### config.mk
export PLATFORM = sky130hd
export DESIGN_NAME = div_sched
export DESIGN_NICKNAME = d
export VERILOG_FILES = /design/src/rtl/div_sched.sv
export SDC_FILE = /design/constraint.sdc
export NUM_CORES = 1
export LEC_CHECK = 0
export ABC_AREA = 1
export ABC_CLOCK_PERIOD_IN_PS = 3500
export BUFFER_PORTS_ARGS = -buffer_cell sky130_fd_sc_hd__buf_4
export CORE_MARGIN = 1
export CORE_UTILIZATION = 25
export DETAILED_ROUTE_END_ITERATION = 16
export PLACE_DENSITY = 0.52
export SLEW_MARGIN = 20
export SYNTH_ARGS = -nofsm -noshare
export SYNTH_HDL_FRONTEND = slang
export SYNTH_SLANG_ARGS = --single-unit
### constraint.sdc
create_clock -name clk -period 3.5 [get_ports clk]
set_input_delay 0.7 -clock clk [delete_from_list [all_inputs] [get_ports clk]]
set_output_delay 0.7 -clock clk [all_outputs]
set_load 0.05 [all_outputs]
### src/rtl/div_sched.sv
// div_sched: round-robin scheduler that shares one iterative divider among
// NREQ requesters. A request is picked in IDLE, its operands are latched and
// the divider started, the quotient (or a timeout error) is registered and
// held until the consumer acknowledges it.
//
// Optional feature: define DIV_SCHED_ZERO_CHECK_EN to short-circuit picks
// whose divisor is zero. Such a pick still pulses gnt, never pulses
// div_start, and returns kq = all ones with kq_err set.

module div_sched #(
    parameter int N    = 16,
    parameter int NREQ = 4,
    parameter int TMO  = 40,
    localparam int IDW = (NREQ > 1) ? $clog2(NREQ) : 1
) (
    input  logic              clk,
    input  logic              rst_n,
    input  logic [NREQ-1:0]   req,
    input  logic [NREQ*N-1:0] sbc_in,
    input  logic [NREQ*N-1:0] sc_in,
    output logic [NREQ-1:0]   gnt,
    output logic              div_start,
    output logic [N-1:0]      div_sbc,
    output logic [N-1:0]      div_sc,
    input  logic [N-1:0]      div_kq,
    input  logic              div_done,
    output logic [N-1:0]      kq,
    output logic [IDW-1:0]    kq_id,
    output logic              kq_valid,
    output logic              kq_err,
    input  logic              kq_ack
);

    localparam int CW = $clog2(TMO + 1);

    typedef enum logic [1:0] {
        IDLE,
        START,
        WAIT,
        OUT
    } state_t;

    state_t         state;
    logic [IDW-1:0] rr_ptr;
    logic [CW-1:0]  tmo_cnt;

    logic           pick_valid;
    logic [IDW-1:0] pick_idx;
    logic [N-1:0]   pick_sbc;
    logic [N-1:0]   pick_sc;
    logic [IDW-1:0] next_ptr;

`ifdef DIV_SCHED_ZERO_CHECK_EN
    logic           zero_pick;
`endif

    // Index of the requester that sits 'offset' positions after 'base',
    // wrapping modulo NREQ (NREQ need not be a power of two).
    function automatic logic [IDW-1:0] wrap_idx(input logic [IDW-1:0] base,
                                                 input int offset);
        int sum;
        sum = int'(base) + offset;
        if (sum >= NREQ) begin
            sum = sum - NREQ;
        end
        return IDW'(sum);
    endfunction

    // Round-robin pick: scanning from rr_ptr, the first set req bit wins.
    // The loop runs backwards so the closest candidate overwrites the others.
    always_comb begin
        pick_valid = 1'b0;
        pick_idx   = '0;
        for (int k = NREQ - 1; k >= 0; k--) begin
            if (req[wrap_idx(rr_ptr, k)]) begin
                pick_valid = 1'b1;
                pick_idx   = wrap_idx(rr_ptr, k);
            end
        end
    end

    // Operands of the picked requester, taken straight from the packed buses.
    always_comb begin
        pick_sbc = sbc_in[int'(pick_idx)*N +: N];
        pick_sc  = sc_in[int'(pick_idx)*N +: N];
    end

    // Pointer value after the current owner, so it becomes lowest priority.
    always_comb begin
        if (kq_id == IDW'(NREQ - 1)) begin
            next_ptr = '0;
        end else begin
            next_ptr = kq_id + 1'b1;
        end
    end

    // Scheduler FSM; every output is registered here.
    always_ff @(posedge clk or negedge rst_n) begin
        if (!rst_n) begin
            state     <= IDLE;
            rr_ptr    <= '0;
            tmo_cnt   <= '0;
            kq        <= '0;
            kq_id     <= '0;
            kq_valid  <= 1'b0;
            kq_err    <= 1'b0;
            gnt       <= '0;
            div_start <= 1'b0;
            div_sbc   <= '0;
            div_sc    <= '0;
`ifdef DIV_SCHED_ZERO_CHECK_EN
            zero_pick <= 1'b0;
`endif
        end else begin
            case (state)
                IDLE: begin
                    if (pick_valid) begin
                        div_sbc <= pick_sbc;
                        div_sc  <= pick_sc;
                        kq_id   <= pick_idx;
                        gnt     <= NREQ'(1) << pick_idx;
`ifdef DIV_SCHED_ZERO_CHECK_EN
                        zero_pick <= (pick_sc == '0);
                        div_start <= (pick_sc != '0);
`else
                        div_start <= 1'b1;
`endif
                        state   <= START;
                    end
                end

                START: begin
                    gnt       <= '0;
                    div_start <= 1'b0;
                    tmo_cnt   <= '0;
`ifdef DIV_SCHED_ZERO_CHECK_EN
                    if (zero_pick) begin
                        kq       <= '1;
                        kq_err   <= 1'b1;
                        kq_valid <= 1'b1;
                        state    <= OUT;
                    end else begin
                        state    <= WAIT;
                    end
`else
                    state     <= WAIT;
`endif
                end

                WAIT: begin
                    if (div_done) begin
                        kq       <= div_kq;
                        kq_err   <= 1'b0;
                        kq_valid <= 1'b1;
                        state    <= OUT;
                    end else if (tmo_cnt == CW'(TMO - 1)) begin
                        kq       <= '1;
                        kq_err   <= 1'b1;
                        kq_valid <= 1'b1;
                        state    <= OUT;
                    end else begin
                        tmo_cnt  <= tmo_cnt + 1'b1;
                    end
                end

                OUT: begin
                    if (kq_ack) begin
                        kq_valid <= 1'b0;
                        rr_ptr   <= next_ptr;
                        state    <= IDLE;
                    end
                end

                default: begin
                    state <= IDLE;
                end
            endcase
        end
    end

endmodule

# Word-level counts from Yosys, hierarchy flattened
# Cells that the tools add are included.
dict set report classes {
  add_sub_neg 9
  order_cmp 8
  eq_ne 10
  shifts 3
  muxes 40
  reduce_logical 12
}
# cell count
set ops {}
lappend ops {{$shiftx A64 B7 Y16} 2}
lappend ops {{$mux W16} 2}
lappend ops {{$mux W2} 13}
lappend ops {{$mux W1} 13}
lappend ops {{$lt A2 B3 Y1 const B} 4}
lappend ops {{$mux W6} 2}
lappend ops {{$pmux W6 S2} 1}
lappend ops {{$ge A3 B3 Y1 const B} 3}
lappend ops {{$reduce_and A3 Y1} 3}
lappend ops {{$bmux W1 S2} 4}
lappend ops {{$ne A2 B2 Y1 const B} 4}
lappend ops {{$pmux W2 S4} 1}
lappend ops {{$pmux W4 S2} 1}
lappend ops {{$reduce_and A2 Y1} 4}
lappend ops {{$reduce_bool A2 Y1} 4}
lappend ops {{$sub A2 B1 Y2 const B} 4}
lappend ops {{$add A2 B2 Y3 const B} 2}
lappend ops {{$add A6 B1 Y6 const B} 1}
lappend ops {{$eq A2 B2 Y1 const B} 3}
lappend ops {{$eq A6 B6 Y1 const B} 1}
lappend ops {{$mux W4} 1}
lappend ops {{$pmux W1 S2} 2}
lappend ops {{$shl A1 B2 Y4 const A} 1}
lappend ops {{$add A2 B1 Y3 const B} 1}
lappend ops {{other kinds (5)} 5}
dict set report totals {
  ff_bits 67
  in_bits 152
  out_inout_bits 57
  word_cells 93
}

# Logic depth before layout (Yosys ltp)
# Gate-level depths: netlist (run 1).
dict set report logic_depth {
  ltp_word 12
  ltp_mapped 14
  depth_no_buf 13
}

# Least setup slack after synthesis (run 1)
# OpenSTA, ideal clock, no wires.
dict set report synth_timing {
  kind {input -> register}
  start {in req[3]}
  end {reg div_sbc[15]}
  setup_ns 0.117
  arrival_time_ns 1.775
  t_required_ns 3.383
  slack_ns 1.608
  stages 12
  path_buffers 1
  path_cell_list {inv_1 o21ai_2 nand2_1 nand2_1 nor2_2 nand3_2 nand2_4 inv_2 buf_6 or2_1 nand2_1 nor2_1}
}
dict set report synth_via {
  elab_chain_cells 7
  word_cells_on_any_way 18
  classes_between {shift (1); mux (16); reduce/logical (1)}
}
# item line
set synth_lines {}
lappend synth_lines {{from (decl)} 18} ;# input logic [NREQ-1:0] req,
lappend synth_lines {{$bmux W1 S2} 75} ;# if (req[wrap_idx(rr_ptr, k)]) begin
lappend synth_lines {{$mux W1 (implied by the code)} 75}
lappend synth_lines {{$mux W2 / $mux W1 (equally long branches) (4 in a row)} 75}
lappend synth_lines {{$shiftx A64 B7 Y16 / $reduce_and A2 Y1 (equally long branches)} -}
lappend synth_lines {{to (signal assigned)} 118} ;# div_sbc <= pick_sbc;
lappend synth_lines {{to (decl)} 23} ;# output logic [N-1:0] div_sbc,
# Several ways; a longest one is shown, not always the timed one. The select of a mux whose other input is x is not followed.
# A chain may end at the register's enable or synchronous reset.

# Final worst setup path (run 1)
dict set report layout_timing {
  start {reg rr_ptr[0]}
  end {reg div_sc[4]}
}
dict set report layout_via {
  elab_chain_cells 10
  word_cells_on_any_way 33
  classes_between {add/sub (7); order compare (4); shift (1); mux (20); reduce/logical (1)}
}
# item line
set layout_lines {}
lappend layout_lines {{from (decl)} 44} ;# logic [IDW-1:0] rr_ptr;
lappend layout_lines {{from (signal assigned)} 169} ;# rr_ptr <= next_ptr;
lappend layout_lines {{$add A2 B2 Y3} 62} ;# sum = int'(base) + offset;
lappend layout_lines {{$ge A3 B3 Y1 / $sub A2 B1 Y2 (equally long branches)} {63, 64}}
lappend layout_lines {{$mux W2} 63} ;# if (sum >= NREQ) begin
lappend layout_lines {{$bmux W1 S2} 75}
lappend layout_lines {{$mux W1 (implied by the code)} 75}
lappend layout_lines {{$mux W2 / $mux W1 (equally long branches) (4 in a row)} 75}
lappend layout_lines {{$shiftx A64 B7 Y16 / $reduce_and A2 Y1 (equally long branches)} -}
lappend layout_lines {{to (signal assigned)} 119} ;# div_sc <= pick_sc;
lappend layout_lines {{to (decl)} 24} ;# output logic [N-1:0] div_sc,
# Several ways; a longest one is shown, not always the timed one. The select of a mux whose other input is x is not followed.

==> flow_metrics.env, run 1 <==
export IMPL_design_area_um2=6070
export IMPL_place_inst=962
export IMPL_die_y_um=130
export IMPL_syn_area_um2=4080
export IMPL_hold_buffers=0
export IMPL_max_clock_freq_ghz=0.396
export IMPL_layout_area_seq_um2=1680
export IMPL_post_cts_buffers=0
export IMPL_post_route_drc_count=0
export IMPL_grt_first_pass_wirelength_um=21200
export IMPL_multiInputGateArea_um2=2040
export IMPL_synthArstFlopShare_pct=100
export IMPL_grt_antenna_before_repair=0
export IMPL_ys_seq_area_share_pct=41.1
export IMPL_fin_cells=977
export IMPL_status="complete, no violations"
export IMPL_layout_min_cycle_time_ns=2.52
export IMPL_syn_to_final_growth_pct=49.0
export IMPL_skew_ns=0.00609
export IMPL_post_cts_resized=0
export IMPL_clock_path_buffers=2
export IMPL_track_usage_pct=16.5
export IMPL_diodes=0
export IMPL_numCtsBuffers=9
export IMPL_r2r_slack_ns=0.98
export IMPL_overflow=0
export IMPL_clkSinkCount=67
export IMPL_yosysWarnings=0
export IMPL_max_slew_margin_pct=39.6
export IMPL_pin_count=209
export IMPL_netlist_area_leader_share_pct=41.1
export IMPL_syn_instance_count=566
export IMPL_finalPower_mw=6.98
export IMPL_hold_violations=0
export IMPL_worstPathRequired_ns=3.71
export IMPL_path_max_fanout=33
export IMPL_core_um2=15900
export IMPL_firstDrtPassIters=4
export IMPL_drive_gt1_share_pct=32.7
export IMPL_min_period_over_period_pct=72.1
export IMPL_cellLeakagePower_nw=3.16
export IMPL_grt_pass1_vias=4329
export IMPL_routed_wl_um=13800
export IMPL_final_common_cell="buf_4"
export IMPL_gp_congestion=0.775
export IMPL_dr_first_iter_drc_count=196
export IMPL_synthDistinctLibCells=31
export IMPL_rows=46
export IMPL_drv_cap=0
export IMPL_hpwlAfterDp_um=10200
export IMPL_place_ws_ns=0.821
export IMPL_slew_viol_final=0
export IMPL_worst_slew_pin_slew_ns=0.906
export IMPL_worst_setup_path_type="flop to flop"
export IMPL_grt_max_degree=68
export IMPL_drtAntennaViolNets=0
export IMPL_vias=4441
export IMPL_placed_area_um2=5750
export IMPL_start_kind="flop"
export IMPL_wl_per_cell_um=14.1
export IMPL_rsz0062_at_grt="no"
export IMPL_synth_seq_cells=67
export IMPL_cts_root_buf="clkbuf_16"
export IMPL_syn_num_nets=725
export IMPL_layout_setup_ws_ns=0.977
export IMPL_synth_edff_count=0
export IMPL_fp_dieW_um=130
export IMPL_worstSkewPairLatency_ns=0.33
export IMPL_yosysTopAreaCell="dfrtp_1"
export IMPL_avgSynthCellArea_um2=7.20
export IMPL_max_vdd_ir_drop_mv=0.365
export IMPL_setup_viol=0
export IMPL_layout_common_cells="212 x buf_4, 168 x nand2_1, 124 x nand3_1, 67 x dfrtp_1, 52 x nor2_1"
export IMPL_io_buffers=208
export IMPL_p_per_area_nw_per_um2=1150
export IMPL_setup_tns_final_ns=0
export IMPL_clk_pin_slew_worst_paths_ns=0.05
export IMPL_start_util_pct=25.7
export IMPL_fillers=1664
export IMPL_viasPerCell=4.55
export IMPL_fin_nets=916
export IMPL_die_area_um2=16800
export IMPL_holdCritPathClass="primary input to asynchronous set/reset pin"
export IMPL_synth_flop_cell="dfrtp_1"
export IMPL_tritoncts="built"
export IMPL_synthTopCellsByArea="dfrtp_1 41%, nand2_1 15%, nand3_1 15%"
export IMPL_htreeDepth=3
export IMPL_crit_path_end_kind="flop"
export IMPL_cp_data_arrival_time_ns=2.74
worst paths after layout:
path | from | end | depth (start not counted)
min reg2reg | div_sc[14] | div_sc[14] | 2
max in group asynchronous | rst_n | div_sc[2] | 1
max | rr_ptr[0] | div_sc[4] | 12
min in group clk | div_sc[14] | div_sc[14] | 2
max reg2reg | rr_ptr[0] | div_sc[4] | 12
min | rst_n | rr_ptr[1] | 1
final cells by class:
type / count / area share (%)
clock buffers: 11 / 4.16
clock inverters: 4 / 1.22
inverters: 44 / 2.72
multi-input cells: 423 / 33.6
flip-flops and latches: 67 / 27.6
well taps: 216 / 4.45
repair buffers: 212 / 26.2
cells in the mapped netlist (2+ instances only):
library cell and count:
o22ai_1 4, inv_1 38, nand4_1 2, nand2_2 3
dfrtp_1 67, inv_2 5, nand3_1 124, buf_2 15
clkbuf_1 6, a21oi_1 4, xnor2_1 2, nor2_2 2
o21ai_2 2, o22a_1 16, ha_1 7, nand3_2 3
buf_6 3, nand2_1 168, nor2_1 52, buf_4 8
or2_0 10, o21ai_0 12, or2_2 5
logic make-up after synthesis:
group	after synthesis	synth area share, %
AOI/OAI and AO/OA	40	6.82
xor gates and xnor gates	3	0.645
adders and majority gates	7	2.15
buffers and inverters	76	8.75
DFF	67	41.1
and+or+nand+nor	373	40.5
layer usage:
| layer | vias to the layer above | GRT usage (%) | part of all wire [%] |
|---|---|---|---|
| met2 | 156 | 28.2 | 49 |
| met1 | 2052 | 20.2 | 44 |
| met5 | - | 0 | 0 |
| li1 | 2219 | - | - |
| met3 | 14 | 3.47 | 5.9 |
| met4 | 0 | 6.57 | 1.6 |
flip-flops by register name (all words and copies together) (netlist names):
name and cells:
rr_ptr 2, kq_id 2, div_sbc 16, tmo_cnt 6
kq 16, state 2, div_sc 16, kq_err 1
div_start 1, gnt 4, kq_valid 1
report_power, final:
| part | switching, mW | internal [mW] |
|---|---|---|
| logic | 3.20 | 1.39 |
| clock network | 0.332 | 0.658 |
| registers | 0.245 | 1.16 |
stage by stage:
step	util, %	hold WS, ns
5_1_grt	38.2	0.494
6_report	38.2	0.466
3_5_place_dp	36.2	0.468
3_3_place_gp	36.2	0.465
2_1_floorplan	-	0.404
4_1_cts	38.2	0.483
worst max-delay path, stage by stage, from the launching register on:
cell,delay [ns]
dfrtp_1,0.62
inv_1,0.14
nand2_1,0.08
nand2_1,0.08
nand2_1,0.13
nand2_1,0.08
nor2_2,0.13
nand3_2,0.10
nand2_4,0.26
inv_2,0.31
or2_2,0.36
nand2_1,0.07
nor2_1,0.04
No activity file was read; power rests on OpenSTA's default activity.
==> run 2, diff against run 1 <==
--- a/config.mk
+++ b/config.mk
@@ -6,7 +6,7 @@
 export NUM_CORES = 1
 export LEC_CHECK = 0
 export ABC_AREA = 1
-export ABC_CLOCK_PERIOD_IN_PS = 3500
+export ABC_CLOCK_PERIOD_IN_PS = 2500
 export BUFFER_PORTS_ARGS = -buffer_cell sky130_fd_sc_hd__buf_4
 export CORE_MARGIN = 1
 export CORE_UTILIZATION = 25
==> constraint.sdc (replaced) <==
create_clock -name clk -period 2.5 [get_ports clk]
set_input_delay 0.5 -clock clk [delete_from_list [all_inputs] [get_ports clk]]
set_output_delay 0.5 -clock clk [all_outputs]
set_load 0.05 [all_outputs]
==> run 2 against run 1 <==
Utilization increased by 0.31 points. Largest cell class unchanged. Clock power increased by 49%. Clock skew increased by 0.00084 ns.
==> flow_metrics.env, run 2 (same netlist as run 1, synthesis figures left out) <==
export IMPL_status="complete, no violations"
export IMPL_max_clock_freq_ghz=0.472
export IMPL_drtAntennaViolNets=0
export IMPL_min_period_over_period_pct=84.8
export IMPL_tritoncts="built"
export IMPL_fp_dieW_um=130
export IMPL_finalPower_mw=9.88
export IMPL_syn_to_final_growth_pct=50.2
export IMPL_die_area_um2=16800
export IMPL_worstPathRequired_ns=2.74
export IMPL_wl_per_cell_um=13.6
export IMPL_numCtsBuffers=9
export IMPL_fin_nets=920
export IMPL_vias=4426
export IMPL_track_usage_pct=16.7
export IMPL_clkSinkCount=67
export IMPL_io_buffers=208
export IMPL_final_common_cell="buf_4"
export IMPL_htreeDepth=3
export IMPL_worst_setup_path_type="flop to flop"
export IMPL_rows=46
export IMPL_clock_path_buffers=2
export IMPL_core_um2=15900
export IMPL_grt_antenna_before_repair=0
export IMPL_p_per_area_nw_per_um2=1610
export IMPL_routed_wl_um=13400
export IMPL_path_max_fanout=33
export IMPL_post_route_drc_count=0
export IMPL_cts_root_buf="clkbuf_16"
export IMPL_crit_path_end_kind="flop"
export IMPL_gp_congestion=0.799
export IMPL_drive_gt1_share_pct=33.0
export IMPL_clk_pin_slew_worst_paths_ns=0.06
export IMPL_die_y_um=130
export IMPL_firstDrtPassIters=7
export IMPL_drv_cap=0
export IMPL_hold_violations=0
export IMPL_grt_first_pass_wirelength_um=21400
export IMPL_worst_slew_pin_slew_ns=0.889
export IMPL_rsz0062_at_grt="no"
export IMPL_viasPerCell=4.51
export IMPL_dr_first_iter_drc_count=161
export IMPL_max_slew_margin_pct=40.7
export IMPL_worstSkewPairLatency_ns=0.34
export IMPL_overflow=0
export IMPL_slew_viol_final=0
export IMPL_hpwlAfterDp_um=10000
export IMPL_diodes=0
export IMPL_setup_viol=0
export IMPL_layout_common_cells="216 x buf_4, 168 x nand2_1, 124 x nand3_1, 66 x dfrtp_1, 52 x nor2_1"
export IMPL_largestRegisters="div_sbc x16, div_sc x16, kq x16"
export IMPL_hold_buffers=0
export IMPL_start_kind="flop"
export IMPL_cellLeakagePower_nw=3.18
export IMPL_holdCritPathClass="primary input to asynchronous set/reset pin"
export IMPL_start_util_pct=25.7
export IMPL_grt_pass1_vias=4495
export IMPL_pin_count=209
export IMPL_cp_data_arrival_time_ns=2.36
export IMPL_setup_tns_final_ns=0
export IMPL_layout_min_cycle_time_ns=2.12
export IMPL_skew_ns=0.00693
export IMPL_max_vdd_ir_drop_mv=0.860
export IMPL_grt_max_degree=68
-- run 2: cell count changes in the layout (fill, tap and decap cells not counted), sizes merged --
| cell | change |
|---|---|
| buf | +4 |
| clkinvlp | +1 |
| clkbuf | +1 |
| bufinv | +1 |
| clkinv | -2 |
-- run 2: report_power, final --
group          internal, mW  switching [mW]
sequential             1.62           0.328
clock                  1.00           0.478
combinational          2.01            4.44
-- run 2: per-layer routing --
| metal | GRT usage [%] | vias up | part of all wire [%] |
|---|---|---|---|
| li1 | - | 2222 | - |
| met1 | 19.1 | 2042 | 41 |
| met2 | 29.2 | 146 | 50 |
| met3 | 5.82 | 16 | 7.1 |
| met4 | 5.47 | 0 | 1.7 |
| met5 | 0 | - | 0 |
-- run 2: path summary, 6_finish.rpt --
| kind | start | end | slack (ns) | cells past startpoint |
|---|---|---|---|---|
| max reg2reg | rr_ptr[0] | div_sc[4] | 0.38 | 12 |
| min | rst_n | tmo_cnt[1] | 0.27 | 1 |
| min in group clk | div_done | kq_err | 0.37 | 2 |
| min reg2reg | div_sc[14] | div_sc[14] | 0.48 | 2 |
| max | rr_ptr[0] | div_sc[4] | 0.38 | 12 |
| max in group asynchronous | rst_n | rr_ptr[0] | 1.58 | 1 |
-- run 2: layout make-up --
cell class,instances,area (µm²)
Sequential cell,67,1680
Inverter,44,165
Multi-Input combinational cell,423,2040
Clock inverter,4,97.6
Tap cell,216,270
Fill cell,1698,9760
Clock buffer,12,246
Timing Repair Buffer,216,1620
-- run 2: critical path: stages, from the launching register on --
cell,delay (ns)
dfrtp_2,0.49
inv_1,0.11
nand2_1,0.07
nand2_1,0.07
nand2_1,0.12
nand2_1,0.08
nor2_2,0.14
nand3_2,0.09
nand2_4,0.14
inv_2,0.24
or2_2,0.35
nand2_1,0.07
nor2_1,0.03
-- run 2: per-stage QoR --
step	hold slack, ns	instance area [µm²]	utilization (%)	std cells	worst slack (ns)
final	0.268	6120	38.5	982	0.380
after global routing	0.355	6120	38.5	982	0.141
after CTS	0.317	6120	38.5	982	0.235
after detailed placement	0.466	5780	36.4	966	0.248
after global placement	0.465	5780	36.4	966	0.309
after floorplan	0.204	4080	-	566	0.788
-- run 2: what timing repair did --
item                       4_1_cts  5_1_grt
setup buffers                    0        0
resized for setup                0        1
setup endpoints to repair        0        2
